## config.mk

```make
export PLATFORM = sky130hd
export DESIGN_NAME = fetch_queue
export DESIGN_NICKNAME = d
export VERILOG_FILES = /design/src/rtl/fetch_queue.sv
export SDC_FILE = /design/constraint.sdc
export NUM_CORES = 1
export LEC_CHECK = 0
export ABC_AREA = 1
export BUFFER_PORTS_ARGS = -buffer_cell sky130_fd_sc_hd__buf_2
export CAP_MARGIN = 15
export CORE_ASPECT_RATIO = 1.4
export CORE_UTILIZATION = 50
export CTS_CLUSTER_SIZE = 28
export DETAILED_ROUTE_END_ITERATION = 10
export PLACE_DENSITY = 0.68
export SETUP_SLACK_MARGIN = 0.4
export SLEW_MARGIN = 20
export SYNTH_ARGS = -nofsm -noshare
export SYNTH_HDL_FRONTEND = slang
export SYNTH_SLANG_ARGS = --single-unit
```

## constraint.sdc

```tcl
create_clock -name CLK -period 3.6 [get_ports CLK]
set_input_delay 0.18 -clock CLK [delete_from_list [all_inputs] [get_ports CLK]]
set_output_delay 0.18 -clock CLK [all_outputs]
set_load 0.05 [all_outputs]
```

## src/rtl/fetch_queue.sv

```systemverilog
// Instruction fetch queue: circular buffer taking up to two fetched instructions per cycle
// and presenting the two oldest as an issue pair, retiring 0/1/2 per cycle or flushing.
module fetch_queue #(
    parameter int DEPTH = 8,
    parameter int PCW   = 13
) (
    input  logic           CLK,
    input  logic           NRST,
    input  logic           push_valid,
    input  logic           push_valid2,
    input  logic [PCW-1:0] push_pc1,
    input  logic [PCW-1:0] push_pc2,
    input  logic [31:0]    push_inst1,
    input  logic [31:0]    push_inst2,
    input  logic [1:0]     push_state1,
    input  logic [1:0]     push_state2,
    output logic           push_ready,
    input  logic [1:0]     pop_cnt,
    input  logic           flush,
    output logic [PCW-1:0] pc1_out,
    output logic [PCW-1:0] pc2_out,
    output logic [31:0]    inst1_out,
    output logic [31:0]    inst2_out,
    output logic [1:0]     state1_out,
    output logic [1:0]     state2_out,
    output logic [1:0]     valid_cnt
);

    localparam int AW = $clog2(DEPTH);
    localparam int CW = AW + 1;
    localparam logic [CW-1:0] READY_MAX = CW'(DEPTH - 2);

    logic [PCW-1:0] mem_pc    [DEPTH];
    logic [31:0]    mem_inst  [DEPTH];
    logic [1:0]     mem_state [DEPTH];

    logic [AW-1:0] rd_ptr;
    logic [AW-1:0] wr_ptr;
    logic [AW-1:0] rd_ptr_nxt1;
    logic [AW-1:0] wr_ptr_nxt1;
    logic [CW-1:0] count;

    logic [1:0] pop_req;
    logic [1:0] n_pop;
    logic [1:0] n_push;
    logic       has1;
    logic       has2;

    // Second entry of a pair wraps naturally because DEPTH is a power of two.
    assign rd_ptr_nxt1 = rd_ptr + AW'(1);
    assign wr_ptr_nxt1 = wr_ptr + AW'(1);

    assign push_ready = (count <= READY_MAX);
    assign has1       = (count != '0);
    assign has2       = (count >= CW'(2));

    always_comb begin
        pop_req = pop_cnt[1] ? 2'd2 : pop_cnt;
    end

    // Over-pop is clamped to what the queue actually holds.
    always_comb begin
        n_pop = pop_req;
        if (count == '0) begin
            n_pop = 2'd0;
        end else if (count == CW'(1) && pop_req == 2'd2) begin
            n_pop = 2'd1;
        end
    end

    always_comb begin
        n_push = 2'd0;
        if (push_valid && push_ready) begin
            n_push = push_valid2 ? 2'd2 : 2'd1;
        end
    end

    always_ff @(posedge CLK or negedge NRST) begin
        if (!NRST) begin
            rd_ptr <= '0;
            wr_ptr <= '0;
            count  <= '0;
        end else if (flush) begin
            rd_ptr <= '0;
            wr_ptr <= '0;
            count  <= '0;
        end else begin
            rd_ptr <= rd_ptr + AW'(n_pop);
            wr_ptr <= wr_ptr + AW'(n_push);
            count  <= count + CW'(n_push) - CW'(n_pop);
        end
    end

    // Storage is data only and carries no reset; a flush drops the same-cycle push.
    always_ff @(posedge CLK) begin
        if (!flush && n_push != 2'd0) begin
            mem_pc[wr_ptr]    <= push_pc1;
            mem_inst[wr_ptr]  <= push_inst1;
            mem_state[wr_ptr] <= push_state1;
            if (n_push == 2'd2) begin
                mem_pc[wr_ptr_nxt1]    <= push_pc2;
                mem_inst[wr_ptr_nxt1]  <= push_inst2;
                mem_state[wr_ptr_nxt1] <= push_state2;
            end
        end
    end

    // Empty slots read as all-zero, which the check stage sees as a bubble.
    always_comb begin
        pc1_out    = has1 ? mem_pc[rd_ptr]    : '0;
        inst1_out  = has1 ? mem_inst[rd_ptr]  : '0;
        state1_out = has1 ? mem_state[rd_ptr] : '0;
        pc2_out    = has2 ? mem_pc[rd_ptr_nxt1]    : '0;
        inst2_out  = has2 ? mem_inst[rd_ptr_nxt1]  : '0;
        state2_out = has2 ? mem_state[rd_ptr_nxt1] : '0;
        valid_cnt  = has2 ? 2'd2 : count[1:0];
    end

endmodule
```

==> results_dict.tcl <==
set metrics [dict create \
    cellLeakagePower_nw 12.3 \
    yosys_register_bits 386 \
    grt_start_max_net_pins 218 \
    design.core.area_um2 51300 \
    fin_worst_skew_ns 0.0192 \
    clock_tree_from_tritoncts "done" \
    critPathKind "reg -> out" \
    crit_path_start_kind "register" \
    gp_congestion 0.866 \
    netlist_top_cells_count "sky130_fd_sc_hd__nand2_1 (1179), sky130_fd_sc_hd__nand4_1 (384), sky130_fd_sc_hd__edfxtp_1 (376)" \
    seq_power_share_pct 23.2 \
    power.ir.vdd_worst_mv 0.651 \
    wire_per_inst_um 23.5 \
    grt_remaining_overflow 0 \
    ctsLongestPathBuffers 3 \
    floorplan.die_area_um2 53000 \
    worst_hold_path_type "in -> reg" \
    netlist-cell-type-count 30 \
    arrival_ns 3.03 \
    syn_avg_cell_area_um2 7.53 \
    place.detailed.instances 3961 \
    grt_antenna_before_repair 6 \
    std_cell_rows 98 \
    post-route-util_pct 55.3 \
    synthesis.area_um2 26000 \
    synth-edff-count 376 \
    switchingPower_mw 12.5 \
    cap_violations 0 \
    grt_setup_unrepaired "true" \
    postSynth.topFlopCell "sky130_fd_sc_hd__edfxtp_1" \
    power.share.switching_pct 53.5 \
    viasPerCell 6.46 \
    clock-sinks 386 \
    clock.fmax_ghz 0.311 \
    start_util_pct 50.8 \
    cts-htree-levels 2 \
    synthDominantAreaCellType "sky130_fd_sc_hd__edfxtp_1" \
    fin_worst_hold_slack_ns 0.0126 \
    flow.area_growth_from_synthesis_pct 8.83 \
    run_status "finished, final reports clean" \
    cts.reportedPaths.clkPinSlew_ns 0.06 \
    drc 0 \
    post-synth-top-count-cell "sky130_fd_sc_hd__nand2_1" \
    tightest_slew_margin_relative_to_the_limit_pct 22.5 \
    setup-tns-final_ns 0 \
    finalCriticalPeriod_ns 3.21 \
    final-max-slew-violation-count 0 \
    drive_gt1_share_pct 10.9 \
    worst_pin_slew_ns 1.16 \
    worstPathMaxFanout 27 \
    async_set_reset_flop_share_out_of_synthesis_pct 2.59 \
    postRouteAntennaNets 0 \
    synth.net_count 3572 \
    critical_path_rt_ns 3.42 \
    dp.final_hpwl_um 51800 \
    setup.worst_path.end_class "output port" \
    wl_um 95500 \
    pin_count 198 \
    insertion_delay_ns 0.57 \
    share_clk_of_total_power_pct 18.2 \
    internal_power_mw 10.9 \
    final_net_count 3492 \
    number_of_endpoints_failing_setup_at_the_final_stage 0 \
    vias 26225 \
    combinationalPowerShare_pct 58.6 \
    netlist_instances 3457 \
    yosysWarningCount 0 \
    sequential_element_share_of_the_synthesized_area_pct 44.3 \
    post-route-period-util_pct 89.2 \
    cts_inserted_buffers 41 \
    first_global_vias 25274 \
    first_pass_grt_wire_length_um 142000 \
    cellPowerDensity_nw_per_um2 825 \
    die-height_um 272 \
    combined_global_route_utilization_of_all_metal_layers_pct 34.8 \
    die_width_um 195 \
    cts_root_cell "sky130_fd_sc_hd__clkbuf_16" \
    final_hold_viol_count 0 \
    netlist_top_cells_area "sky130_fd_sc_hd__edfxtp_1 (43%), sky130_fd_sc_hd__nand2_1 (17%), sky130_fd_sc_hd__nand4_1 (9.2%)" \
    io_buffers 197 \
    final_cells 4061 \
    dr.first_iter.drc_count 3066 \
    detailedRoute.firstPassIterationCount 6 \
    fill_cells 4621 \
    area_share_of_the_largest_cell_type_after_synthesis_pct 43.4 \
]
power groups by stage:
stage | registers [mW] | logic (mW) | clock network, mW
after floorplan | 5.40 | 9.61 | 0
after global placement | 5.51 | 13.0 | 0
after detailed placement | 5.51 | 13.2 | 0
after CTS | 5.42 | 13.3 | 4.27
after global routing | 5.44 | 14.5 | 4.43
final | 5.42 | 13.7 | 4.26
sequential cells by signal (all words and copies together) (netlist names):
register and count:
mem_pc 104, mem_state 16, count 4, rd_ptr 3
wr_ptr 3, mem_inst 256
layer usage:
layer  track usage [%]  share of wire [%]  wire [µm]
met5                 0              0.046         44
met4              23.8                6.5       6240
met3              5.52                 11      10200
met2              60.2                 49      46700
met1              39.7                 34      32300
critical path, stage by stage, from the launching register on:
cell	delay, ns
sky130_fd_sc_hd__dfrtp_4	0.59
sky130_fd_sc_hd__ha_2	0.43
sky130_fd_sc_hd__buf_4	0.45
sky130_fd_sc_hd__a21oi_1	0.08
sky130_fd_sc_hd__o21ai_0	0.12
sky130_fd_sc_hd__a21oi_1	0.09
sky130_fd_sc_hd__nor2_1	0.35
sky130_fd_sc_hd__buf_2	0.35
worst paths after layout:
path / from / cells past startpoint / slack [ns] / end
max in group asynchronous: NRST / 2 / 3.31 / rd_ptr[1]
min: push_inst1[30] / 3 / 0.01 / mem_inst[5][30]
max reg2reg: count[3] / 9 / 0.94 / mem_inst[0][21]
max: rd_ptr[0] / 7 / 0.39 / inst2_out[4]
min in group asynchronous: NRST / 2 / 0.05 / count[0]
min reg2reg: count[0] / 3 / 0.71 / count[0]
layout make-up:
class | instances | area [µm²] | area share (%)
Clock buffer | 55 | 1130 | 3.99
Timing Repair Buffer | 292 | 2090 | 7.38
Multi-Input combinational cell | 2449 | 11800 | 41.5
Tap cell | 650 | 813 | 2.87
Antenna cell | 3 | 7.51 | 0.0265
Inverter | 207 | 800 | 2.82
Sequential cell | 386 | 11600 | 40.8
Clock inverter | 19 | 169 | 0.596
metrics by stage:
stage / worst slack (ns) / instance area, µm² / total power, mW
6_report: 0.389 / 28300 / 23.4
5_1_grt: 0.331 / 28300 / 24.3
4_1_cts: 0.348 / 28200 / 23.0
3_5_place_dp: 0.742 / 26700 / 18.7
3_3_place_gp: 0.775 / 26700 / 18.5
2_1_floorplan: 0.777 / 26000 / 15.0
placed cells by master, fill, tap and decap left out, types with 4 or more instances in the layout:
cell type                       count
sky130_fd_sc_hd__a21oi_1          228
sky130_fd_sc_hd__buf_12            18
sky130_fd_sc_hd__buf_2            191
sky130_fd_sc_hd__buf_4             50
sky130_fd_sc_hd__clkbuf_1          11
sky130_fd_sc_hd__clkbuf_16         45
sky130_fd_sc_hd__clkbuf_4           5
sky130_fd_sc_hd__clkinv_1           7
sky130_fd_sc_hd__clkinv_2           7
sky130_fd_sc_hd__dfrtp_1            7
sky130_fd_sc_hd__dlygate4sd3_1     19
sky130_fd_sc_hd__edfxtp_1         376
sky130_fd_sc_hd__fa_1               4
sky130_fd_sc_hd__ha_1               9
sky130_fd_sc_hd__inv_1            201
sky130_fd_sc_hd__nand2_1         1170
sky130_fd_sc_hd__nand2_2           11
sky130_fd_sc_hd__nand3_1           58
sky130_fd_sc_hd__nand3_2            9
sky130_fd_sc_hd__nand4_1          384
sky130_fd_sc_hd__nor2_1           181
sky130_fd_sc_hd__nor2_4             9
sky130_fd_sc_hd__o211ai_1         179
sky130_fd_sc_hd__o21ai_0          196
kinds of logic after synthesis:
logic type | after synthesis | synth area share [%]
simple gates | 1825 | 30.5
compound gates | 607 | 13.4
buf+inv | 622 | 10.9
xor+xnor | 3 | 0.101
fa+ha+maj | 14 | 0.788
flops | 386 | 44.3
timing repair:
action                                  in CTS  in global routing
pin swaps                                    0                  0
endpoints found under the setup margin      44                 51
hold buffers                                19                  0
gates cloned                                 0                  2
buffers inserted                             0                  2
endpoints found under the hold margin       80                  0
gates resized for setup                      6                 16
Note: power is estimated with default switching activity, not from simulation.
